<file path="src/rtl/ir_pipeline_chain_pkg.sv">
// Shared definitions for the instruction-register pipeline: field positions,
// the bubble encoding and the per-edge pipeline action.
package ir_pipeline_chain_pkg;

  // Default instruction field positions: 2-bit RA (dest/src1) and RB (src2).
  localparam int RA_LSB_DEF = 6;
  localparam int RB_LSB_DEF = 4;

  // Content loaded into a stage that holds no instruction.
  localparam logic [7:0] BUBBLE_INSTR = 8'h00;

  // What the pipeline does on the next clock edge, in priority order
  // hold > flush > hazard > advance (reset handled in the registers).
  typedef enum logic [1:0] {
    ACT_ADVANCE = 2'd0,
    ACT_HAZARD  = 2'd1,
    ACT_FLUSH   = 2'd2,
    ACT_HOLD    = 2'd3
  } pipe_act_e;

endpackage

</file>
<file path="src/rtl/ir_pipeline_chain_if.sv">
// Fetch port between the instruction memory and the IR pipeline.
// Handshake: fetch_instr is transferred on a rising edge when
// fetch_valid & fetch_ready are both high; fetch_ready may drop because of
// hold, flush or a RAW stall, and the fetch side keeps the same instruction
// (and its PC) until it is accepted.
interface ir_pipeline_chain_if #(
  parameter int IW = 8
);
  logic          fetch_valid;
  logic [IW-1:0] fetch_instr;
  logic          fetch_ready;

  modport master (
    output fetch_valid,
    output fetch_instr,
    input  fetch_ready
  );

  modport slave (
    input  fetch_valid,
    input  fetch_instr,
    output fetch_ready
  );
endinterface

</file>
<file path="src/rtl/ir_pipe_stage.sv">
// One pipeline stage register: {valid, instr} with sync reset, load and kill.
// Kill forces a bubble and wins over load.
module ir_pipe_stage #(
  parameter int W = 9
) (
  input  logic         clock,
  input  logic         reset,
  input  logic         load,
  input  logic         kill,
  input  logic [W-1:0] d,
  output logic [W-1:0] q
);

  // Stage register: reset/kill give an all-zero bubble, load takes upstream.
  always_ff @(posedge clock) begin
    if (reset) begin
      q <= '0;
    end else if (kill) begin
      q <= '0;
    end else if (load) begin
      q <= d;
    end
  end

endmodule

</file>
<file path="src/rtl/ir_pipeline_chain.sv">
// Parametrised instruction-register pipeline (stage 1 = fetch, stage DEPTH =
// writeback) with global hold, branch flush, RAW-hazard stall with bubble
// insertion, and saturating retire/bubble counters.
module ir_pipeline_chain
  import ir_pipeline_chain_pkg::*;
#(
  parameter int IW        = 8,
  parameter int DEPTH     = 4,
  parameter int HAZ_STAGE = 2,
  parameter int FLUSH_N   = 2,
  parameter int RA_LSB    = RA_LSB_DEF,
  parameter int RB_LSB    = RB_LSB_DEF,
  parameter bit RF_WT     = 1'b0,
  parameter int CNT_W     = 16
) (
  input  logic                  clock,
  input  logic                  reset,
  ir_pipeline_chain_if.slave    fetch,
  input  logic                  hold,
  input  logic                  flush,
  input  logic [DEPTH-1:0]      stage_writes,
  input  logic                  uses_ra,
  input  logic                  uses_rb,
  input  logic                  count_en,
  output logic [DEPTH*IW-1:0]   stage_instr,
  output logic [DEPTH-1:0]      stage_valid,
  output logic                  hazard,
  output logic [CNT_W-1:0]      retire_cnt,
  output logic [CNT_W-1:0]      bubble_cnt
);

  // With write-through the RF forwards the writeback value, so the last
  // stage does not need to be compared.
  localparam int LAST_CMP = RF_WT ? DEPTH - 1 : DEPTH;

  pipe_act_e        act;
  logic [DEPTH-1:0] load;
  logic [DEPTH-1:0] kill;
  logic [IW:0]      stage_d [DEPTH];
  logic [IW:0]      stage_q [DEPTH];
  logic [1:0]       ra_h;
  logic [1:0]       rb_h;
  logic             match_ra;
  logic             match_rb;

  // Writers younger than or at the hazard stage never matter to the compare.
  logic unused_writes;
  assign unused_writes = ^stage_writes[HAZ_STAGE-1:0];

  // Stage registers; stage k lives at index k-1.
  for (genvar k = 0; k < DEPTH; k++) begin : g_stage
    if (k == 0) begin : g_first
      // Non-instructions enter as a clean bubble so bubble content stays 0.
      assign stage_d[k] = fetch.fetch_valid ? {1'b1, fetch.fetch_instr}
                                            : {1'b0, BUBBLE_INSTR[IW-1:0]};
    end else begin : g_rest
      assign stage_d[k] = stage_q[k-1];
    end

    ir_pipe_stage #(.W(IW + 1)) u_stage (
      .clock (clock),
      .reset (reset),
      .load  (load[k]),
      .kill  (kill[k]),
      .d     (stage_d[k]),
      .q     (stage_q[k])
    );

    assign stage_valid[k]               = stage_q[k][IW];
    assign stage_instr[k*IW +: IW]      = stage_q[k][IW-1:0];
  end

  // RAW compare: source fields of the hazard stage against older writers' RA.
  always_comb begin
    ra_h     = stage_instr[(HAZ_STAGE-1)*IW + RA_LSB +: 2];
    rb_h     = stage_instr[(HAZ_STAGE-1)*IW + RB_LSB +: 2];
    match_ra = 1'b0;
    match_rb = 1'b0;
    for (int j = HAZ_STAGE + 1; j <= LAST_CMP; j++) begin
      if (stage_valid[j-1] && stage_writes[j-1]) begin
        if (stage_instr[(j-1)*IW + RA_LSB +: 2] == ra_h) match_ra = 1'b1;
        if (stage_instr[(j-1)*IW + RA_LSB +: 2] == rb_h) match_rb = 1'b1;
      end
    end
    hazard = stage_valid[HAZ_STAGE-1] &
             ((uses_ra & match_ra) | (uses_rb & match_rb));
  end

  // Pick this edge's action and turn it into per-stage load/kill controls.
  always_comb begin
    act  = ACT_ADVANCE;
    load = '0;
    kill = '0;
    if (hold)        act = ACT_HOLD;
    else if (flush)  act = ACT_FLUSH;
    else if (hazard) act = ACT_HAZARD;

    case (act)
      ACT_HOLD: begin
        load = '0;
      end
      ACT_FLUSH: begin
        // Killing FLUSH_N+1 too stops the last killed instr moving into it.
        load = '1;
        for (int k = 0; k < DEPTH; k++) kill[k] = (k <= FLUSH_N);
      end
      ACT_HAZARD: begin
        // Stages 1..H freeze, H+1 gets a bubble, older stages drain.
        for (int k = 0; k < DEPTH; k++) load[k] = (k > HAZ_STAGE);
        kill[HAZ_STAGE] = 1'b1;
      end
      default: begin
        load = '1;
      end
    endcase
  end

  assign fetch.fetch_ready = ~reset & (act == ACT_ADVANCE);

  // Saturating performance counters.
  always_ff @(posedge clock) begin
    if (reset) begin
      retire_cnt <= '0;
      bubble_cnt <= '0;
    end else if (act != ACT_HOLD && count_en) begin
      if (stage_valid[DEPTH-1] && retire_cnt != '1) begin
        retire_cnt <= retire_cnt + 1'b1;
      end
      if (act == ACT_HAZARD && bubble_cnt != '1) begin
        bubble_cnt <= bubble_cnt + 1'b1;
      end
    end
  end

endmodule

</file>
<file path="src/flat_wrapper.sv">
// flat-port wrapper written by rule: the top's interface ports become plain ports
module ir_pipeline_chain_flat import ir_pipeline_chain_pkg::*;
#(
  parameter int IW        = 8,
  parameter int DEPTH     = 4,
  parameter int HAZ_STAGE = 2,
  parameter int FLUSH_N   = 2,
  parameter int RA_LSB    = RA_LSB_DEF,
  parameter int RB_LSB    = RB_LSB_DEF,
  parameter bit RF_WT     = 1'b0,
  parameter int CNT_W     = 16
)
  (clock, reset, hold, flush, stage_writes, uses_ra, uses_rb, count_en, stage_instr, stage_valid, hazard, retire_cnt, bubble_cnt, fetch_fetch_valid, fetch_fetch_instr, fetch_fetch_ready);
  ir_pipeline_chain_if #(.IW(IW)) fetch_i ();
  input  logic clock;
  input  logic reset;
  input  logic hold;
  input  logic flush;
  input  logic [DEPTH-1:0] stage_writes;
  input  logic uses_ra;
  input  logic uses_rb;
  input  logic count_en;
  output logic [DEPTH*IW-1:0] stage_instr;
  output logic [DEPTH-1:0] stage_valid;
  output logic hazard;
  output logic [CNT_W-1:0] retire_cnt;
  output logic [CNT_W-1:0] bubble_cnt;
  input wire logic [$bits(fetch_i.fetch_valid)-1:0] fetch_fetch_valid;
  input wire logic [$bits(fetch_i.fetch_instr)-1:0] fetch_fetch_instr;
  output wire logic [$bits(fetch_i.fetch_ready)-1:0] fetch_fetch_ready;
  assign fetch_i.fetch_valid = fetch_fetch_valid;
  assign fetch_i.fetch_instr = fetch_fetch_instr;
  assign fetch_fetch_ready = fetch_i.fetch_ready;
  ir_pipeline_chain #(.IW(IW), .DEPTH(DEPTH), .HAZ_STAGE(HAZ_STAGE), .FLUSH_N(FLUSH_N), .RA_LSB(RA_LSB), .RB_LSB(RB_LSB), .RF_WT(RF_WT), .CNT_W(CNT_W)) u_core (.clock(clock), .reset(reset), .fetch(fetch_i), .hold(hold), .flush(flush), .stage_writes(stage_writes), .uses_ra(uses_ra), .uses_rb(uses_rb), .count_en(count_en), .stage_instr(stage_instr), .stage_valid(stage_valid), .hazard(hazard), .retire_cnt(retire_cnt), .bubble_cnt(bubble_cnt));
endmodule
</file>
<file path="config.mk">
export PLATFORM = sky130hd
export DESIGN_NAME = ir_pipeline_chain_flat
export DESIGN_NICKNAME = d
export VERILOG_FILES = /design/src/rtl/ir_pipeline_chain_pkg.sv /design/src/rtl/ir_pipeline_chain_if.sv /design/src/rtl/ir_pipe_stage.sv /design/src/rtl/ir_pipeline_chain.sv /design/src/flat_wrapper.sv
export SDC_FILE = /design/constraint.sdc
export NUM_CORES = 1
export LEC_CHECK = 0
export BUFFER_PORTS_ARGS = -buffer_cell sky130_fd_sc_hd__buf_4
export CORE_ASPECT_RATIO = 1.2
export CORE_MARGIN = 3
export CORE_UTILIZATION = 40
export CTS_BUF_LIST = sky130_fd_sc_hd__clkbuf_8
export DETAILED_ROUTE_END_ITERATION = 8
export GPL_ROUTABILITY_DRIVEN = 0
export GPL_TIMING_DRIVEN = 1
export PLACE_DENSITY = 0.7
export SLEW_MARGIN = 20
export SYNTH_ARGS = -nofsm -noshare
export SYNTH_HDL_FRONTEND = slang
export SYNTH_SLANG_ARGS = --single-unit
</file>
<file path="constraint.sdc">
create_clock -name clock -period 8.45 [get_ports clock]
set_clock_uncertainty 0.15 [all_clocks]
set_input_delay 2.535 -clock clock [delete_from_list [all_inputs] [get_ports clock]]
set_output_delay 2.535 -clock clock [all_outputs]
set_load 0.02 [all_outputs]
</file>
=== Word-level counts from Yosys, hierarchy flattened ===
Index checks and enable logic that the tools add are counted.

* $add $sub $neg: 2
* Eq/ne operators: 10
* Multiplexer cells: 15
* Bitwise logic cells: 6
* Reductions and logical operators: 12

{| class="wikitable"
|+ Operators with widths
! kind !! count
|-
| $add 16x1->16 const B || 2
|-
| $ne 16x16->1 const B || 2
|-
| $mux 1 || 10
|-
| $mux 9 || 1
|-
| $eq 2x2->1 || 4
|-
| $pmux 4 s2 || 1
|-
| $reduce_or 2->1 || 4
|-
| $mux 2 || 3
|-
| $logic_and 1x1->1 || 5
|-
| $and 1x1->1 || 4
|-
| $eq 2x2->1 const B || 2
|-
| $reduce_and 2->1 || 2
|-
| $eq 2x1->1 const B || 1
|-
| $logic_not 2->1 || 1
|-
| $ne 2x2->1 const B || 1
|-
| $not 1->1 || 1
|-
| $or 1x1->1 || 1
|}

* Register bits: 68
* Input port bits: 20
* Output and inout port bits: 70
* Logic and storage cells: 51

=== Logic depth before layout (Yosys ltp) ===
* Depth after elaboration: 15
* Depth in mapped cells: 9
* Depth with buffers taken out: 7

=== By module ===
Synthesis repeated with hierarchy kept, for this count alone.

* Cell total of the unflattened synthesis: 356
* Area total of the unflattened synthesis: 3201.8 µm²

{| class="wikitable"
|+ By module, submodules not included
! module !! times used !! cells an instance !! area each (µm²) !! sequential area each (µm²)
|-
| ir_pipeline_chain || 1 || 236 || 1885.6 || 640.6
|-
| ir_pipe_stage || 4 || 30 || 329.1 || 180.2
|}

=== Worst setup path after synthesis ===
Ideal clock, no wire load.

* Kind: input to output
* Start: input stage_writes[2]
* End: output fetch_fetch_ready
* Arrival: 4.183 ns
* Data required time: 5.765 ns
* Slack: 1.582 ns
* Cell stages on the path: 6
* Path buffers: 0
* Cells stage by stage: nand3_1 -> nor3_1 -> or4_1 -> o21ai_2 -> inv_2 -> nor4_1

* Longest elaborated chain between the ends: 12
* Elaborated cells on any way between the ends: 16
* Those cells by class: mux (9); bitwise (5); reduce/logical (2)

{| class="wikitable"
|+ Ends and longest elaborated chain
! item !! line !! source
|-
| start: declaration || flat_wrapper.sv:19 || <nowiki>input logic [DEPTH-1:0] stage_writes;</nowiki>
|-
| $logic_and 1x1->1 * || ir_pipeline_chain.sv:80 || <nowiki>if (stage_valid[j-1] && stage_writes[j-1]) begin</nowiki>
|-
| $mux 1 || ir_pipeline_chain.sv:80 ||
|-
| $mux 1 (on tied branches) || ir_pipeline_chain.sv:81, ir_pipeline_chain.sv:82 ||
|-
| $mux 1 || ir_pipeline_chain.sv:80 ||
|-
| $and 1x1->1 || ir_pipeline_chain.sv:86 || <nowiki>((uses_ra & match_ra) | (uses_rb & match_rb));</nowiki>
|-
| $or 1x1->1 * || ir_pipeline_chain.sv:86 ||
|-
| $and 1x1->1 * || ir_pipeline_chain.sv:85 || <nowiki>hazard = stage_valid[HAZ_STAGE-1] &</nowiki>
|-
| via hazard || flat_wrapper.sv:25 || <nowiki>output logic hazard;</nowiki>
|-
| $mux 1 * || ir_pipeline_chain.sv:96 || <nowiki>else if (hazard) act = ACT_HAZARD;</nowiki>
|-
| $mux 2 * || ir_pipeline_chain.sv:95 || <nowiki>else if (flush) act = ACT_FLUSH;</nowiki>
|-
| $mux 2 * || ir_pipeline_chain.sv:94 || <nowiki>if (hold) act = ACT_HOLD;</nowiki>
|-
| $logic_not 2->1 * || ir_pipeline_chain.sv:118 || <nowiki>assign fetch.fetch_ready = ~reset & (act == ACT_ADVANCE);</nowiki>
|-
| $and 1x1->1 * || ir_pipeline_chain.sv:118 ||
|-
| end: declaration || flat_wrapper.sv:30 || <nowiki>output wire logic [$bits(fetch_i.fetch_ready)-1:0] fetch_fetch_ready;</nowiki>
|}

The timed path passes the listed nets; every way through them passes the cells marked *.

=== Worst setup path in the final report ===
* Start: input stage_writes[2]
* End: output fetch_fetch_ready

* Longest elaborated chain between the ends: 12
* Elaborated cells on any way between the ends: 16
* Those cells by class: mux (9); bitwise (5); reduce/logical (2)

{| class="wikitable"
|+ Ends and longest elaborated chain
! item !! line
|-
| $logic_and 1x1->1 * || ir_pipeline_chain.sv:80
|-
| $mux 1 || ir_pipeline_chain.sv:80
|-
| $mux 1 (on tied branches) || ir_pipeline_chain.sv:81, ir_pipeline_chain.sv:82
|-
| $mux 1 || ir_pipeline_chain.sv:80
|-
| $and 1x1->1 || ir_pipeline_chain.sv:86
|-
| $or 1x1->1 * || ir_pipeline_chain.sv:86
|-
| $and 1x1->1 * || ir_pipeline_chain.sv:85
|-
| $mux 1 * || ir_pipeline_chain.sv:96
|-
| $mux 2 * || ir_pipeline_chain.sv:95
|-
| $mux 2 * || ir_pipeline_chain.sv:94
|-
| $logic_not 2->1 * || ir_pipeline_chain.sv:118
|-
| $and 1x1->1 * || ir_pipeline_chain.sv:118
|}

Every way passes the cells marked *; elsewhere a longest branch is shown, timed or not.

==> metrics.txt <==
Rows=34; Design Power=0.632 mW; largest net degree at the start of global routing=60; critical path launch point type=input port; vias=2,846; Fmax=141 MHz; FF-to-FF path depth=7; ys flop type=dfxtp_1; post-synthesis sequential area ratio=44.0%; io pins=90; Num Clock Sinks=68; Clk Tree Root Cell=clkbuf_8; Leak=1.66 nW; Net Sw Frac=22.9%; WHS Endpoint=u_core.g_stage[1].u_stage.q[8]$_SDFFE_PP0N_; Core Util, Final=53.7%; DP HPWL=5.32 mm; launch point of the worst reg-to-reg path=u_core.g_stage[1].u_stage.q[5]$_SDFFE_PP0N_; Synth Net Count=370; Reg clk slew, reported paths=0.08 ns; Critical Path AT=4.38 ns; CP Max Fanout=30; Post-CTS Resized=0; IO Port Bufs=87; VDD IR-drop max=0.000110 V; P_sw=0.145 mW; initial antenna violation count=0; Int Pwr=0.487 mW; Slew Viols, Final=0; Worst setup EP type=output pin; Post-Syn Instances=348; Final Routed Wirelength=7.62 mm; Synth area leader=dfxtp_1; Setup violations, final=0; hold_sp=u_core.g_stage[0].u_stage.q[8]$_SDFFE_PP0N_; EDFF count, synth=0; total track usage=17.8%; Worst-Skew Late Latency=0.34 ns; Post-CTS Hold Buffers=0; hold path cells=2; Routed wire per std cell=14.6 µm; Post-Syn Area per Cell=8.88 µm²; RR Endpoint=u_core.g_stage[1].u_stage.q[4]$_SDFFE_PP0N_; DR DRC count=0; Cell variety after synth=42; Synth Register Bits=68; synth-to-layout area growth=27.8%; hold crit path type=flop to flop; height of the chip=102 µm; DRT antenna net count=0; async set-or-reset flop fraction in the synthesized netlist=0%; ratio of cells with drive above 1 in the final layout=26.6%; H-tree levels=3; TritonRoute pass-1 iters=4; RSZ-0062 raised after global routing=false; Detailed Route Iter0 Violations=150; combinational power share=5.6%; core area=7360 µm²; Die X=86.2 µm; post-DR vias/cell=5.44; status=complete, no violations; Yosys top cell area share=44.0%; maximum root-to-sink buffer count=2; total CTS buffers=9; Synth warnings=0; top cells by area, synth=dfxtp_1 44%, mux2i_1 8.4%, nor2_1 5.3%, nand2_1 4.4%, nand3_1 3.4%; TritonCTS clock tree=built; min cycle time layout=7.07 ns; Final Cycle Share=83.6%; reg2reg setup slack=5.36 ns; hold_ws=0.333 ns; Pwr per Cell Area=160 nW/µm²; global route total overflow=0; Critical Path RT=5.77 ns; Initial Utilization=42.0%; crit path kind=input port to output pin; n_diodes=0; Die Footprint=8820 µm²; number of global-route vias before repair=2,721; Worst Setup SP=stage_writes[2]; post-synthesis cell area=3090 µm²; final setup TNS=0 ns; Final Hold Viols=0; setup bufs post-CTS=0; Max-Cap Viols=0; sequential share of power=51.4%; max_slew headroom=37.5%; Clk pwr share=42.9%; Final #Nets=450; Slew @ Worst Pin=0.937 ns; first-pass GRT wire length=12.6 mm
critical path: stages:
cell and delay [ns]:
buf_4 0.11, nand3_1 0.09, nor3_1 0.06, or4_1 0.54, o21ai_2 0.14, buf_4 0.30
inv_2 0.15, nor4_1 0.23, buf_4 0.21
metrics by stage:
step	instance area (µm²)	setup slack (ns)	instances
2_1_floorplan	3090	1.58	348
3_3_place_gp	3750	1.46	507
3_5_place_dp	3750	1.41	507
4_1_cts	3950	1.39	523
5_1_grt	3950	1.19	523
6_report	3950	1.38	523
worst max-delay path by stage:
stage | endpoint | slack [ns] | depth (start not counted)
4_1_cts | fetch_fetch_ready | 1.39 | 9
6_report | fetch_fetch_ready | 1.38 | 9
3_3_place_gp | fetch_fetch_ready | 1.46 | 9
3_5_place_dp | fetch_fetch_ready | 1.41 | 9
2_1_floorplan | fetch_fetch_ready | 1.58 | 6
5_1_grt | fetch_fetch_ready | 1.19 | 9
metal layers:
metal / part of all wire, % / track usage [%] / vias to the layer above / wire (µm)
met4: 2.4 / 8.75 / 0 / 181
met5: 0 / 0 / - / 0
li1: - / - / 1414 / -
met3: 7.3 / 5.08 / 16 / 555
met1: 44 / 21.9 / 1322 / 3340
met2: 46 / 28.7 / 94 / 3540
synthesized netlist by cell type (all sizes together) (3+ instances only):
cell type / count
clkbuf: 11
o31ai: 5
xor2: 10
nor2: 44
mux2i: 26
dfxtp: 68
a21oi: 15
and4: 3
mux2: 6
nor4: 11
or4: 7
and3: 5
nand4: 10
nor3: 6
or3: 4
a32oi: 8
nand3: 21
xnor2: 7
nor2b: 6
o21ai: 7
nand2: 36
inv: 9
buf: 10
sequential cells by signal, indices dropped and copies added, names as in the netlist:
| signal | count |
|---|---|
| u_core.g_stage.u_stage.q | 36 |
| u_core.bubble_cnt | 16 |
| u_core.retire_cnt | 16 |
cell families after synthesis:
family | count (synthesis) | share of synthesized area, %
AOI/OAI and AO/OA | 43 | 9.43
xor gates and xnor gates | 17 | 4.82
adders and majority gates | 2 | 0.810
buffers and inverters | 30 | 5.34
and+or+nand+nor | 156 | 24.8
muxes | 32 | 10.7
DFF | 68 | 44.0
cell usage in the layout (no fill, tap or decap), types with 2 or more instances in the layout:
cell type | Yosys | final
a21oi_1 | 15 | 15
a311oi_1 | 2 | 2
a32oi_1 | 8 | 8
and3_1 | 5 | 5
and4_1 | 3 | 3
buf_4 | 0 | 90
clkbuf_8 | 0 | 11
clkinv_2 | 0 | 2
dfxtp_1 | 68 | 68
ha_1 | 2 | 2
inv_1 | 8 | 9
mux2_2 | 4 | 4
mux2i_1 | 26 | 26
nand2_1 | 36 | 36
nand3_1 | 21 | 21
nand3b_1 | 2 | 2
nand4_1 | 10 | 10
nor2_1 | 44 | 44
nor2b_1 | 6 | 6
nor3_1 | 6 | 6
nor4_1 | 10 | 10
o21ai_0 | 6 | 6
o31ai_1 | 5 | 5
or3_1 | 4 | 4
or4_1 | 7 | 7
xnor2_1 | 7 | 7
xor2_1 | 10 | 10
layout make-up:
cell class                      count  area [µm²]
Clock buffer                       11         151
Tap cell                           90         113
Inverter                            9        33.8
Multi-Input combinational cell    250        1560
Fill cell                         700        3410
Timing Repair Buffer               90         676
Sequential cell                    68        1360
Clock inverter                      5        51.3
power groups by stage:
stage          Clock, mW  Sequential, mW  Combinational [mW]
6_report           0.272           0.325              0.0357
5_1_grt            0.294           0.325              0.0389
4_1_cts            0.278           0.325              0.0359
3_5_place_dp           0           0.332              0.0359
3_3_place_gp           0           0.332              0.0353
2_1_floorplan          0           0.335              0.0193
(Power assumes the default switching activity.)
